--- config.mk ---
export PLATFORM = sky130hd
export DESIGN_NAME = bus_region_decoder_flat
export DESIGN_NICKNAME = d
export VERILOG_FILES = /design/src/rtl/bus_region_decoder_pkg.sv /design/src/rtl/bus_region_decoder_if.sv /design/src/rtl/bus_region_decoder_region_match.sv /design/src/rtl/bus_region_decoder.sv /design/src/flat_wrapper.sv
export SDC_FILE = /design/constraint.sdc
export NUM_CORES = 1
export LEC_CHECK = 0
export BUFFER_PORTS_ARGS = -buffer_cell sky130_fd_sc_hd__buf_4
export CAP_MARGIN = 20
export CORE_MARGIN = 1
export CORE_UTILIZATION = 43
export CTS_CLUSTER_DIAMETER = 40
export CTS_CLUSTER_SIZE = 24
export DETAILED_ROUTE_END_ITERATION = 8
export PLACE_DENSITY = 0.76
export RECOVER_POWER = 50
export SLEW_MARGIN = 20
export SYNTH_ARGS = -nofsm -noshare
export SYNTH_HDL_FRONTEND = slang
export SYNTH_SLANG_ARGS = --single-unit
export TNS_END_PERCENT = 10
--- constraint.sdc ---
create_clock -name i_clk -period 1.63 [get_ports i_clk]
set_input_delay 0.2445 -clock i_clk [delete_from_list [all_inputs] [get_ports i_clk]]
set_output_delay 0.2445 -clock i_clk [all_outputs]
set_load 0.05 [all_outputs]
--- src/rtl/bus_region_decoder_pkg.sv ---
// Shared types and default memory map for the 6809 region decoder.
package bus_decode_pkg;

  localparam int WAIT_W        = 4;
  localparam int DEF_ADDR_W    = 16;
  localparam int DEF_N_REGIONS = 6;

  // Region 0 occupies the least significant slice of each packed vector.
  localparam logic [DEF_N_REGIONS*DEF_ADDR_W-1:0] DEF_REGION_BASE =
    {16'hA002, 16'hA001, 16'hA000, 16'h3000, 16'h1000, 16'h8000};
  localparam logic [DEF_N_REGIONS*DEF_ADDR_W-1:0] DEF_REGION_MASK =
    {16'hFFFF, 16'hFFFF, 16'hFFFF, 16'hF000, 16'hF000, 16'hC000};
  localparam logic [DEF_N_REGIONS*WAIT_W-1:0] DEF_REGION_WAIT =
    {4'd0, 4'd0, 4'd0, 4'd3, 4'd0, 4'd1};
  localparam logic [DEF_N_REGIONS-1:0] DEF_EXT_GATE = 6'b000100;

  typedef enum logic [1:0] {
    IDLE   = 2'd0,
    DECODE = 2'd1,
    WAIT   = 2'd2,
    ACTIVE = 2'd3
  } state_e;

endpackage

--- src/rtl/bus_region_decoder_if.sv ---
// 6809-side bus bundle of the region decoder: CPU inputs and chip-enable/MRDY outputs.
interface bus_region_decoder_if
  import bus_decode_pkg::*;
#(
  parameter int ADDR_W    = DEF_ADDR_W,
  parameter int N_REGIONS = DEF_N_REGIONS
);
  logic [ADDR_W-1:0]    i_address;
  logic                 i_enable;
  logic                 i_Q;
  logic                 i_E;
  logic                 i_ext_cs_n;
  logic [N_REGIONS-1:0] o_ce;
  logic                 o_mrdy;
  logic                 o_busy;
  logic                 o_fault;
  logic [ADDR_W-1:0]    o_fault_addr;

  modport slave (
    input  i_address, i_enable, i_Q, i_E, i_ext_cs_n,
    output o_ce, o_mrdy, o_busy, o_fault, o_fault_addr
  );

  modport master (
    output i_address, i_enable, i_Q, i_E, i_ext_cs_n,
    input  o_ce, o_mrdy, o_busy, o_fault, o_fault_addr
  );
endinterface

--- src/rtl/bus_region_decoder_region_match.sv ---
// Combinational base/mask compare array with external-master gating and lowest-index priority.
module region_match
  import bus_decode_pkg::*;
#(
  parameter int                          ADDR_W      = DEF_ADDR_W,
  parameter int                          N_REGIONS   = DEF_N_REGIONS,
  parameter logic [N_REGIONS*ADDR_W-1:0] REGION_BASE = DEF_REGION_BASE,
  parameter logic [N_REGIONS*ADDR_W-1:0] REGION_MASK = DEF_REGION_MASK,
  parameter logic [N_REGIONS-1:0]        EXT_GATE    = DEF_EXT_GATE
) (
  input  logic [ADDR_W-1:0]    i_address,
  input  logic                 i_ext_cs_n,
  output logic                 o_hit,
  output logic [N_REGIONS-1:0] o_onehot
);

  logic [N_REGIONS-1:0] w_match;

  for (genvar n = 0; n < N_REGIONS; n++) begin : g_cmp
    assign w_match[n] =
      ((i_address & REGION_MASK[n*ADDR_W +: ADDR_W]) == REGION_BASE[n*ADDR_W +: ADDR_W]) &&
      !(EXT_GATE[n] && !i_ext_cs_n);
  end

  // Isolating the lowest set bit gives the priority winner directly.
  assign o_onehot = w_match & (~w_match + {{(N_REGIONS-1){1'b0}}, 1'b1});
  assign o_hit    = |w_match;

endmodule

--- src/rtl/bus_region_decoder.sv ---
// Registered 6809 region decoder: Q-rise address latch, one-hot CE, per-region MRDY wait states.
// Optional sticky unmapped-access capture is built when ACCESS_FAULT_EN is defined.
module bus_region_decoder
  import bus_decode_pkg::*;
#(
  parameter int                          ADDR_W      = DEF_ADDR_W,
  parameter int                          N_REGIONS   = DEF_N_REGIONS,
  parameter logic [N_REGIONS*ADDR_W-1:0] REGION_BASE = DEF_REGION_BASE,
  parameter logic [N_REGIONS*ADDR_W-1:0] REGION_MASK = DEF_REGION_MASK,
  parameter logic [N_REGIONS*WAIT_W-1:0] REGION_WAIT = DEF_REGION_WAIT,
  parameter logic [N_REGIONS-1:0]        EXT_GATE    = DEF_EXT_GATE
) (
  input logic                  i_clk,
  input logic                  i_rst_n,
  bus_region_decoder_if.slave  io_bus
);

  state_e               r_state, w_state_nxt;
  logic                 r_q, r_e;
  logic [ADDR_W-1:0]    r_addr;
  logic [N_REGIONS-1:0] r_ce, w_ce_nxt;
  logic [WAIT_W-1:0]    r_cnt, w_cnt_nxt;
  logic                 r_gated, w_gated_nxt;
  logic                 r_mrdy;
  logic                 w_latch, w_hit, w_drop;
  logic                 w_q_rise, w_e_fall;
  logic [N_REGIONS-1:0] w_onehot;
  logic [WAIT_W-1:0]    w_wait;

  region_match #(
    .ADDR_W      (ADDR_W),
    .N_REGIONS   (N_REGIONS),
    .REGION_BASE (REGION_BASE),
    .REGION_MASK (REGION_MASK),
    .EXT_GATE    (EXT_GATE)
  ) u_match (
    .i_address  (r_addr),
    .i_ext_cs_n (io_bus.i_ext_cs_n),
    .o_hit      (w_hit),
    .o_onehot   (w_onehot)
  );

  always_comb begin
    w_wait = '0;
    for (int n = 0; n < N_REGIONS; n++)
      if (w_onehot[n]) w_wait = w_wait | REGION_WAIT[n*WAIT_W +: WAIT_W];
  end

  // Q/E copies follow the pins through reset so a level held across reset is not seen as an edge.
  always_ff @(posedge i_clk) begin
    r_q <= io_bus.i_Q;
    r_e <= io_bus.i_E;
    if (w_latch) r_addr <= io_bus.i_address;
  end

  assign w_q_rise = io_bus.i_Q & ~r_q;
  assign w_e_fall = ~io_bus.i_E & r_e;
  assign w_drop   = r_gated & ~io_bus.i_ext_cs_n;

  always_comb begin
    w_state_nxt = r_state;
    w_ce_nxt    = r_ce;
    w_cnt_nxt   = r_cnt;
    w_gated_nxt = r_gated;
    w_latch     = 1'b0;
    case (r_state)
      IDLE: begin
        w_ce_nxt = '0;
        if (w_q_rise && io_bus.i_enable) begin
          w_latch     = 1'b1;
          w_state_nxt = DECODE;
        end
      end
      DECODE: begin
        if (!w_hit) begin
          w_state_nxt = IDLE;
          w_ce_nxt    = '0;
        end else begin
          w_ce_nxt    = w_onehot;
          w_gated_nxt = |(w_onehot & EXT_GATE);
          if (w_wait == '0) begin
            w_state_nxt = ACTIVE;
          end else begin
            w_state_nxt = WAIT;
            w_cnt_nxt   = w_wait;
          end
        end
      end
      WAIT: begin
        if (w_drop) begin
          w_state_nxt = IDLE;
          w_ce_nxt    = '0;
          w_cnt_nxt   = '0;
        end else if (r_cnt == WAIT_W'(1)) begin
          w_state_nxt = ACTIVE;
          w_cnt_nxt   = '0;
        end else begin
          w_cnt_nxt = r_cnt - WAIT_W'(1);
        end
      end
      ACTIVE: begin
        if (w_drop || w_e_fall || !io_bus.i_enable) begin
          w_state_nxt = IDLE;
          w_ce_nxt    = '0;
        end
      end
      default: begin
        w_state_nxt = IDLE;
        w_ce_nxt    = '0;
      end
    endcase
  end

  always_ff @(posedge i_clk) begin
    if (!i_rst_n) begin
      r_state <= IDLE;
      r_ce    <= '0;
      r_cnt   <= '0;
      r_gated <= 1'b0;
      r_mrdy  <= 1'b1;
    end else begin
      r_state <= w_state_nxt;
      r_ce    <= w_ce_nxt;
      r_cnt   <= w_cnt_nxt;
      r_gated <= w_gated_nxt;
      r_mrdy  <= (w_state_nxt != WAIT);
    end
  end

  assign io_bus.o_ce   = r_ce;
  assign io_bus.o_mrdy = r_mrdy;
  assign io_bus.o_busy = (r_state != IDLE);

`ifdef ACCESS_FAULT_EN
  logic              r_fault;
  logic [ADDR_W-1:0] r_fault_addr;
  logic              w_fault_set;

  assign w_fault_set = (r_state == DECODE) && !w_hit;

  always_ff @(posedge i_clk) begin
    if (!i_rst_n) begin
      r_fault      <= 1'b0;
      r_fault_addr <= '0;
    end else if (w_fault_set) begin
      r_fault <= 1'b1;
      if (!r_fault) r_fault_addr <= r_addr;
    end
  end

  assign io_bus.o_fault      = r_fault;
  assign io_bus.o_fault_addr = r_fault_addr;
`else
  assign io_bus.o_fault      = 1'b0;
  assign io_bus.o_fault_addr = '0;
`endif

endmodule

--- src/flat_wrapper.sv ---
// flat-port wrapper written by rule: the top's interface ports become plain ports
module bus_region_decoder_flat import bus_decode_pkg::*;
#(
  parameter int                          ADDR_W      = DEF_ADDR_W,
  parameter int                          N_REGIONS   = DEF_N_REGIONS,
  parameter logic [N_REGIONS*ADDR_W-1:0] REGION_BASE = DEF_REGION_BASE,
  parameter logic [N_REGIONS*ADDR_W-1:0] REGION_MASK = DEF_REGION_MASK,
  parameter logic [N_REGIONS*WAIT_W-1:0] REGION_WAIT = DEF_REGION_WAIT,
  parameter logic [N_REGIONS-1:0]        EXT_GATE    = DEF_EXT_GATE
)
  (i_clk, i_rst_n, io_bus_i_address, io_bus_i_enable, io_bus_i_Q, io_bus_i_E, io_bus_i_ext_cs_n, io_bus_o_ce, io_bus_o_mrdy, io_bus_o_busy, io_bus_o_fault, io_bus_o_fault_addr);
  bus_region_decoder_if #(.ADDR_W(ADDR_W), .N_REGIONS(N_REGIONS)) io_bus_i ();
  input logic i_clk;
  input logic i_rst_n;
  input wire logic [$bits(io_bus_i.i_address)-1:0] io_bus_i_address;
  input wire logic [$bits(io_bus_i.i_enable)-1:0] io_bus_i_enable;
  input wire logic [$bits(io_bus_i.i_Q)-1:0] io_bus_i_Q;
  input wire logic [$bits(io_bus_i.i_E)-1:0] io_bus_i_E;
  input wire logic [$bits(io_bus_i.i_ext_cs_n)-1:0] io_bus_i_ext_cs_n;
  output wire logic [$bits(io_bus_i.o_ce)-1:0] io_bus_o_ce;
  output wire logic [$bits(io_bus_i.o_mrdy)-1:0] io_bus_o_mrdy;
  output wire logic [$bits(io_bus_i.o_busy)-1:0] io_bus_o_busy;
  output wire logic [$bits(io_bus_i.o_fault)-1:0] io_bus_o_fault;
  output wire logic [$bits(io_bus_i.o_fault_addr)-1:0] io_bus_o_fault_addr;
  assign io_bus_i.i_address = io_bus_i_address;
  assign io_bus_i.i_enable = io_bus_i_enable;
  assign io_bus_i.i_Q = io_bus_i_Q;
  assign io_bus_i.i_E = io_bus_i_E;
  assign io_bus_i.i_ext_cs_n = io_bus_i_ext_cs_n;
  assign io_bus_o_ce = io_bus_i.o_ce;
  assign io_bus_o_mrdy = io_bus_i.o_mrdy;
  assign io_bus_o_busy = io_bus_i.o_busy;
  assign io_bus_o_fault = io_bus_i.o_fault;
  assign io_bus_o_fault_addr = io_bus_i.o_fault_addr;
  bus_region_decoder #(.ADDR_W(ADDR_W), .N_REGIONS(N_REGIONS), .REGION_BASE(REGION_BASE), .REGION_MASK(REGION_MASK), .REGION_WAIT(REGION_WAIT), .EXT_GATE(EXT_GATE)) u_core (.i_clk(i_clk), .i_rst_n(i_rst_n), .io_bus(io_bus_i));
endmodule
==> summary.md, run 1 <==
| Metric | Value |
|---|---|
| Num CTS Buffers | `3` |
| Non-Filler Instances | `approximately 150` |
| Startpoint Class | `flip-flop` |
| DRT antenna net count | `0` |
| Max Freq | `roughly 640 MHz` |
| Dominant cell type by area after synthesis | `dfxtp_1` |
| Synth cell types | `31` |
| CP Buf/Inv Count | `0` |
| Final Critical Period | `roughly 1.6 ns` |
| Final worst path period share | `0.955` |
| WL/cell | `10.9 um` |
| Arrival @ worst endpoint | `between 1.5 and 2 ns` |
| DRT iter0 DRCs | `18` |
| HPWL Detailed | `1.23 mm` |
| Unrepaired setup endpoints after global routing | `no` |
| GRT overflow | `0` |
| Diode count | `0` |
| FF+latch count, synth | `20` |
| Most common cell in the netlist | `buf_4` |
| Worst path max stage delay | `about 0.55 ns` |
| Fin util | `0.552` |
| Hold Path End | `u_core.r_q$_DFF_P_` |
| WP data required | `approximately 1.9 ns` |
| Worst Clk Skew | `roughly 0.0028 ns` |
| Crit Path Class | `reg2reg` |
| Ordered list of cells on the worst path | `or3b_4 -> or4_4 -> a21boi_1` |
| Initial antenna violation count | `0` |
| Max Transition Viols Final | `0` |
| Post-synth EDFFs | `4` |
| Yosys warning count | `0` |
| Post-Syn Instances | `96` |
| Cts repair resizes | `0` |
| Global-route wire length before repair | `roughly 2.8 mm` |
| Adder-Cell Fraction of Synth Area | `0.0265` |
| Pwr dens | `roughly 800 nW/um^2` |
| DRC | `0` |
| Buffers added on ports | `17` |
| Final hold violation count | `0` |
| Peak fanout along the critical path | `6` |
| Reg2reg setup slack | `between 0.07 and 0.08 ns` |
| R2R Path End | `u_core.r_gated$_SDFFE_PN0P_` |
| Top FF cell, synth | `dfxtp_1` |
| Ys async rst share | `0` |
| Synth top area share | `0.339` |
| Slew @ Worst Pin | `0.600 ns` |
| WHS Path Cells | `1` |
| Die Wd | `approximately 50 um` |
| CTS root buffer | `clkbuf_4` |
| Fillcell total | `between 200 and 250` |
| Vias | `between 700 and 800` |
| Hold path start | `io_bus_i_Q` |
| CP max stage cell | `or4_4` |
| Number of global-route vias before repair | `between 600 and 700` |
| HP Class | `in2reg` |
| DR vias/cell | `between 4 and 5` |
| Reg2reg path depth | `3` |
| Initial Util | `0.467` |
| Worst setup EP type | `flip-flop` |
| Post-synthesis sequential area ratio | `0.466` |
| Status | `finished clean` |
| Final nets | `between 100 and 150` |
| Clk sinks | `20` |
| Multiplexer area fraction after synthesis | `0` |
| Latest clock arrival within the worst-skew pair | `0.31 ns` |
| GPL Wtd Cong | `roughly 0.69` |
| Num rows | `16` |
| Cell family with most CP delay | `simple AND/OR/NAND/NOR gates` |
| Share of layout cells above drive strength 1 | `0.242` |
| Post-synth top cells | `buf_4 (17), dfxtp_1 (16), nor2_1 (5), nor3_1 (5)` |
| Largest family of logic cells by synthesized area | `simple AND/OR/NAND/NOR gates` |
| Final setup TNS | `0 ns` |
| Synth area leaders | `dfxtp_1 (34%), buf_4 (14%), edfxtp_1 (13%), o211a_1 (3.2%), ha_1 (2.6%)` |
| Drt first pass iters | `4` |
| Die area | `around 2400 sq um` |
| Total power | `about 0.90 mW` |
| Largest net degree at the start of global routing | `15` |
| Post-CTS Setup Inserts | `0` |
| R2r startpoint | `u_core.r_addr[14]$_DFFE_PP_` |
| Post-synthesis xor/xnor area fraction | `0` |
| # IOs | `47` |
| Rel. slew slack | `0.602` |
| Area Growth Syn to Fin | `18.1%` |
| Simple-gate share of the synthesized area | `0.192` |
| Tot GR Track Use | `0.157` |
| Hold Worst Slack | `~0.063 ns` |
| Max Cap Viol | `0` |
| CTS Buffer Depth | `2` |
| Post-synthesis cell area | `~940 sq um` |
| Die height | `about 49 um` |
| Reg clk slew, reported paths | `between 0.1 and 0.15 ns` |
| Mean Syn Cell Area | `9.84 sq um` |
| Leak | `approximately 0.53 nW` |
| CTS H-tree depth | `1` |
| Compound-Gate Fraction of Synth Area | `0.156` |
| Setup-failing EPs final | `0` |
| Core Box Area | `about 2000 sq um` |
| Routed WL | `1.64 mm` |
| Cts hold-fix bufs | `0` |
| Dpl cells | `approximately 150` |
| Maximum VDD drop | `between 600 and 700 uV` |
| CTS tree | `yes` |
## where the power goes
part	switching (mW)	internal, mW
registers	0.00351	0.512
logic	0.107	0.0270
clock network	0.153	0.0956
## layer usage
| metal | vias up | track usage | routed length, um |
|---|---|---|---|
| met5 | - | 0 | 0 |
| met1 | 336 | 0.190 | 754 |
| li1 | 359 | - | - |
| met3 | 5 | 0.0374 | 102 |
| met4 | 0 | 0.118 | 55 |
| met2 | 37 | 0.241 | 731 |
## worst register-to-register path, cell delays in order (launching register included)
cell	delay, ns
edfxtp_1	0.40
or3b_4	0.42
or4_4	0.55
a21boi_1	0.13
## per-stage QoR
| step | instance area, sq um | setup WS, ns |
|---|---|---|
| 6_report | 1120 | 0.0728 |
| 5_1_grt | 1120 | 0.00711 |
| 4_1_cts | 1130 | 0.0296 |
| 3_5_place_dp | 1100 | 0.0541 |
| 3_3_place_gp | 1100 | 0.0782 |
| 2_1_floorplan | 1000 | 0.0653 |
## placed cells by master (no fill, tap or decap), types with 2 or more instances in the layout
| cell | n |
|---|---|
| inv_1 | 4 |
| o21ai_0 | 4 |
| dfxtp_1 | 16 |
| clkbuf_1 | 8 |
| and3_1 | 3 |
| nor3_1 | 5 |
| nor3b_1 | 2 |
| nor2_1 | 5 |
| conb_1 | 17 |
| o211ai_1 | 2 |
| a21oi_1 | 2 |
| clkbuf_4 | 9 |
| or2_2 | 3 |
| o211a_1 | 3 |
| nand2b_1 | 3 |
| nor2b_1 | 4 |
| ha_1 | 2 |
| o21a_1 | 2 |
| buf_4 | 13 |
| edfxtp_1 | 4 |
## how the worst max path moves through the flow
stage,from,to,slack [ns],cells after the start
final,u_core.r_addr[14]$_DFFE_PP_,u_core.r_gated$_SDFFE_PN0P_,0.07,3
after floorplan,u_core.r_state[0]$_SDFF_PN0_,u_core.r_addr[12]$_DFFE_PP_,0.07,2
after global placement,u_core.r_addr[14]$_DFFE_PP_,u_core.io_bus.o_ce[2]$_SDFFE_PN0P_,0.08,3
after global routing,u_core.r_addr[14]$_DFFE_PP_,u_core.io_bus.o_ce[2]$_SDFFE_PN0P_,0.007,3
after CTS,u_core.r_addr[14]$_DFFE_PP_,u_core.io_bus.o_ce[2]$_SDFFE_PN0P_,0.03,3
after detailed placement,u_core.r_addr[14]$_DFFE_PP_,u_core.r_gated$_SDFFE_PN0P_,0.05,3
## registers in the layout (all words and copies together), names as in the netlist
| register | flops |
|---|---|
| u_core.r_addr | 4 |
| u_core.r_state | 2 |
| u_core.r_gated | 1 |
| u_core.io_bus.o_ce | 6 |
| u_core.r_e | 1 |
| u_core.r_cnt | 4 |
| u_core.r_q | 1 |
| u_core.io_bus.o_mrdy | 1 |
## cells by family after synthesis
group,count (synthesis)
compound gates,20
fa+ha+maj,2
buf+inv,22
flops,20
other cells,1
simple gates,31
## layout make-up
class,instances,area (sq um),share of cell area
Clock buffer,4,26.3,0.0235
Inverter,4,15.0,0.0135
Multi-Input combinational cell,70,432,0.387
Sequential cell,20,440,0.395
Tap cell,27,33.8,0.0303
Timing Repair Buffer,26,169,0.151
(Power assumes the default switching activity.)
==> run 2, diff against run 1 <==
--- a/config.mk
+++ b/config.mk
@@ -8,11 +8,12 @@
 export BUFFER_PORTS_ARGS = -buffer_cell sky130_fd_sc_hd__buf_4
 export CAP_MARGIN = 20
 export CORE_MARGIN = 1
-export CORE_UTILIZATION = 43
+export CORE_UTILIZATION = 39
 export CTS_CLUSTER_DIAMETER = 40
 export CTS_CLUSTER_SIZE = 24
 export DETAILED_ROUTE_END_ITERATION = 8
-export PLACE_DENSITY = 0.76
+export HOLD_SLACK_MARGIN = 0.15
+export PLACE_DENSITY = 0.73
 export RECOVER_POWER = 50
 export SLEW_MARGIN = 20
 export SYNTH_ARGS = -nofsm -noshare
==> constraint.sdc (replaced) <==
create_clock -name i_clk -period 1.25 [get_ports i_clk]
set_input_delay 0.1875 -clock i_clk [delete_from_list [all_inputs] [get_ports i_clk]]
set_output_delay 0.1875 -clock i_clk [all_outputs]
set_load 0.05 [all_outputs]
==> summary.md, run 2 (synthesis gave the netlist of run 1 again) <==
| Metric | Value |
|---|---|
| Status | `complete, but fails checks` |
| Failing checks | `negative setup slack` |
| Clock group share of total power | `0.260 (-0.017)` |
| Number of global-route vias before repair | `804 (+31%)` |
| Post-route setup slack | `-0.261 ns (-0.334 ns)` |
| Drt first pass iters | `4 (unchanged)` |
| WL met1 | `906 um (+20%)` |
| Final Critical Period | `1.51 ns (-0.0463 ns)` |
| Clk sinks | `20 (unchanged)` |
| Buffers added on ports | `17 (unchanged)` |
| Total power | `1.19 mW (+32%)` |
| Pwr dens | `878 nW/um^2 (+9.2%)` |
| Max Transition Viols Final | `0 (unchanged)` |
| Combinational Power Share | `0.175 (+0.026)` |
| DRT iter0 DRCs | `19 (+1)` |
| Sw Ratio | `0.295 (+0.00152)` |
| Fin util | `0.600 (+0.0485)` |
| Vias | `797 (+8.1%)` |
| Worst setup EP type | `flip-flop` |
| Storage cell area | `448 sq um (+1.7%)` |
| Share of layout cells above drive strength 1 | `0.435 (+0.193)` |
| Global-route wire length before repair | `3.44 mm (+24%)` |
| Initial antenna violation count | `0 (unchanged)` |
| Sequential share of power | `0.565 (-0.009)` |
| Final hold violation count | `0 (unchanged)` |
| CTS root buffer | `clkbuf_4` |
| Crit Path Class | `reg2reg` |
| Die Wd | `51.2 um (+4.8%)` |
| Num rows | `17 (+1)` |
| Startpoint Class | `flip-flop` |
| Diode count | `0 (unchanged)` |
| Tot GR Track Use | `0.181 (+0.0239)` |
| Top Metal Used | `met4` |
| Dpl cells | `154 (+4.8%)` |
| DRC | `0 (unchanged)` |
| Core Box Area | `2250 sq um (+12%)` |
| Routed WL | `2.08 mm (+27%)` |
| GRT overflow | `0 (unchanged)` |
| Cell internal pwr | `0.839 mW (+32%)` |
| Die area | `2620 sq um (+9.8%)` |
| WL/cell | `12.5 um (+15%)` |
| Final worst path period share | `1.21 (+0.253)` |
| Largest net degree at the start of global routing | `15 (unchanged)` |
| # IOs | `47 (unchanged)` |
| GPL Wtd Cong | `0.738 (+6.2%)` |
| Leak | `0.636 nW (+20%)` |
| Metal2 WL | `1.03 mm (+40%)` |
| CTS tree | `yes` |
| Most frequent cells in the layout | `buf_4 (24), conb_1 (17), dfxtp_1 (12)` |
| Area Growth Syn to Fin | `43.3%` |
| Peak fanout along the critical path | `6 (unchanged)` |
| Maximum VDD drop | `754 uV (+15%)` |
| DR vias/cell | `4.80 (-1.6%)` |
| Psw | `0.351 mW (+33%)` |
| Setup-failing EPs final | `15 (+15)` |
| Final nets | `163 (+9.4%)` |
| WL met3 | `109 um (+6.9%)` |
| Reg clk slew, reported paths | `0.11 ns (about the same)` |
| HPWL Detailed | `1.46 mm (+18%)` |
| Area of the multi-input gates | `513 sq um (+19%)` |
| Non-Filler Instances | `166 (+9.9%)` |
| Max Freq | `662 MHz (+3.1%)` |
| Num CTS Buffers | `3 (unchanged)` |
| Commonest non-fill, non-tap cell in the layout | `buf_4` |
| Max reg flops | `6 (unchanged)` |
| CTS Buffer Depth | `2 (unchanged)` |
| Max Cap Viol | `0 (unchanged)` |
| WP data required | `1.49 ns (-0.39 ns)` |
| Die height | `51.2 um (+4.8%)` |
| Worst Clk Skew | `0.00358 ns (+0.000806 ns)` |
| Initial Util | `0.419 (-0.0482)` |
| Arrival @ worst endpoint | `1.75 ns (-0.06 ns)` |
| Fillcell total | `193 (-6.8%)` |
| Unrepaired setup endpoints after global routing | `yes` |
| CTS H-tree depth | `1 (unchanged)` |
| HP Class | `in2reg` |
| Latest clock arrival within the worst-skew pair | `0.30 ns (about the same)` |
| DRT antenna net count | `0 (unchanged)` |
## run 2: critical path, cell delays in order, from the launching register on
cell	delay, ns
edfxtp_1	0.40
or3b_4	0.45
or4_4	0.45
a21boi_2	0.14
## run 2: worst paths after layout
kind,from,end,slack (ns),depth (start not counted)
setup reg to reg,u_core.r_addr[14]$_DFFE_PP_,u_core.r_gated$_SDFFE_PN0P_,-0.26,3
setup / recovery,u_core.r_addr[14]$_DFFE_PP_,u_core.r_gated$_SDFFE_PN0P_,-0.26,3
hold / removal,io_bus_i_ext_cs_n,u_core.r_gated$_SDFFE_PN0P_,0.31,4
hold reg to reg,u_core.io_bus.o_ce[4]$_SDFFE_PN0P_,u_core.io_bus.o_ce[4]$_SDFFE_PN0P_,0.50,1
## run 2: area by class of cell
cell class	instances	area share
inverters	4	0.0111
clock buffers	3	0.0166
flip-flops and latches	20	0.331
well taps	28	0.0259
multi-input cells	70	0.379
repair buffers	40	0.234
clock inverters	1	0.00277
## run 2: per-layer routing
layer  up-vias  GRT usage
met5         -          0
met4         0      0.117
met3         6     0.0268
met2        38      0.318
met1       363      0.201
li1        390          -
## run 2: stage by stage
stage	hold WS (ns)	setup slack [ns]	TNS [ns]	instance area, sq um
2_1_floorplan	0.215	-0.154	-1.00	1030
3_3_place_gp	0.302	-0.245	-2.21	1170
3_5_place_dp	0.304	-0.297	-3.13	1170
4_1_cts	0.290	-0.244	-1.92	1320
5_1_grt	0.302	-0.292	-2.55	1350
6_report	0.307	-0.261	-1.75	1350
## run 2: power groups by stage
stage / registers [mW] / clock network [mW] / logic (mW)
3_5_place_dp: 0.687 / 0 / 0.180
6_report: 0.671 / 0.309 / 0.208
5_1_grt: 0.672 / 0.331 / 0.220
3_3_place_gp: 0.687 / 0 / 0.178
4_1_cts: 0.673 / 0.318 / 0.203
2_1_floorplan: 0.687 / 0 / 0.181
## run 2: timing repair
item / in CTS / in global routing
hold buffers: 7 / 0
resized for setup: 16 / 6
endpoints found under the hold margin: 7 / 0
endpoints found under the setup margin: 19 / 19
buffers inserted: 0 / 1
pin swaps: 4 / 7
cloned: 0 / 0
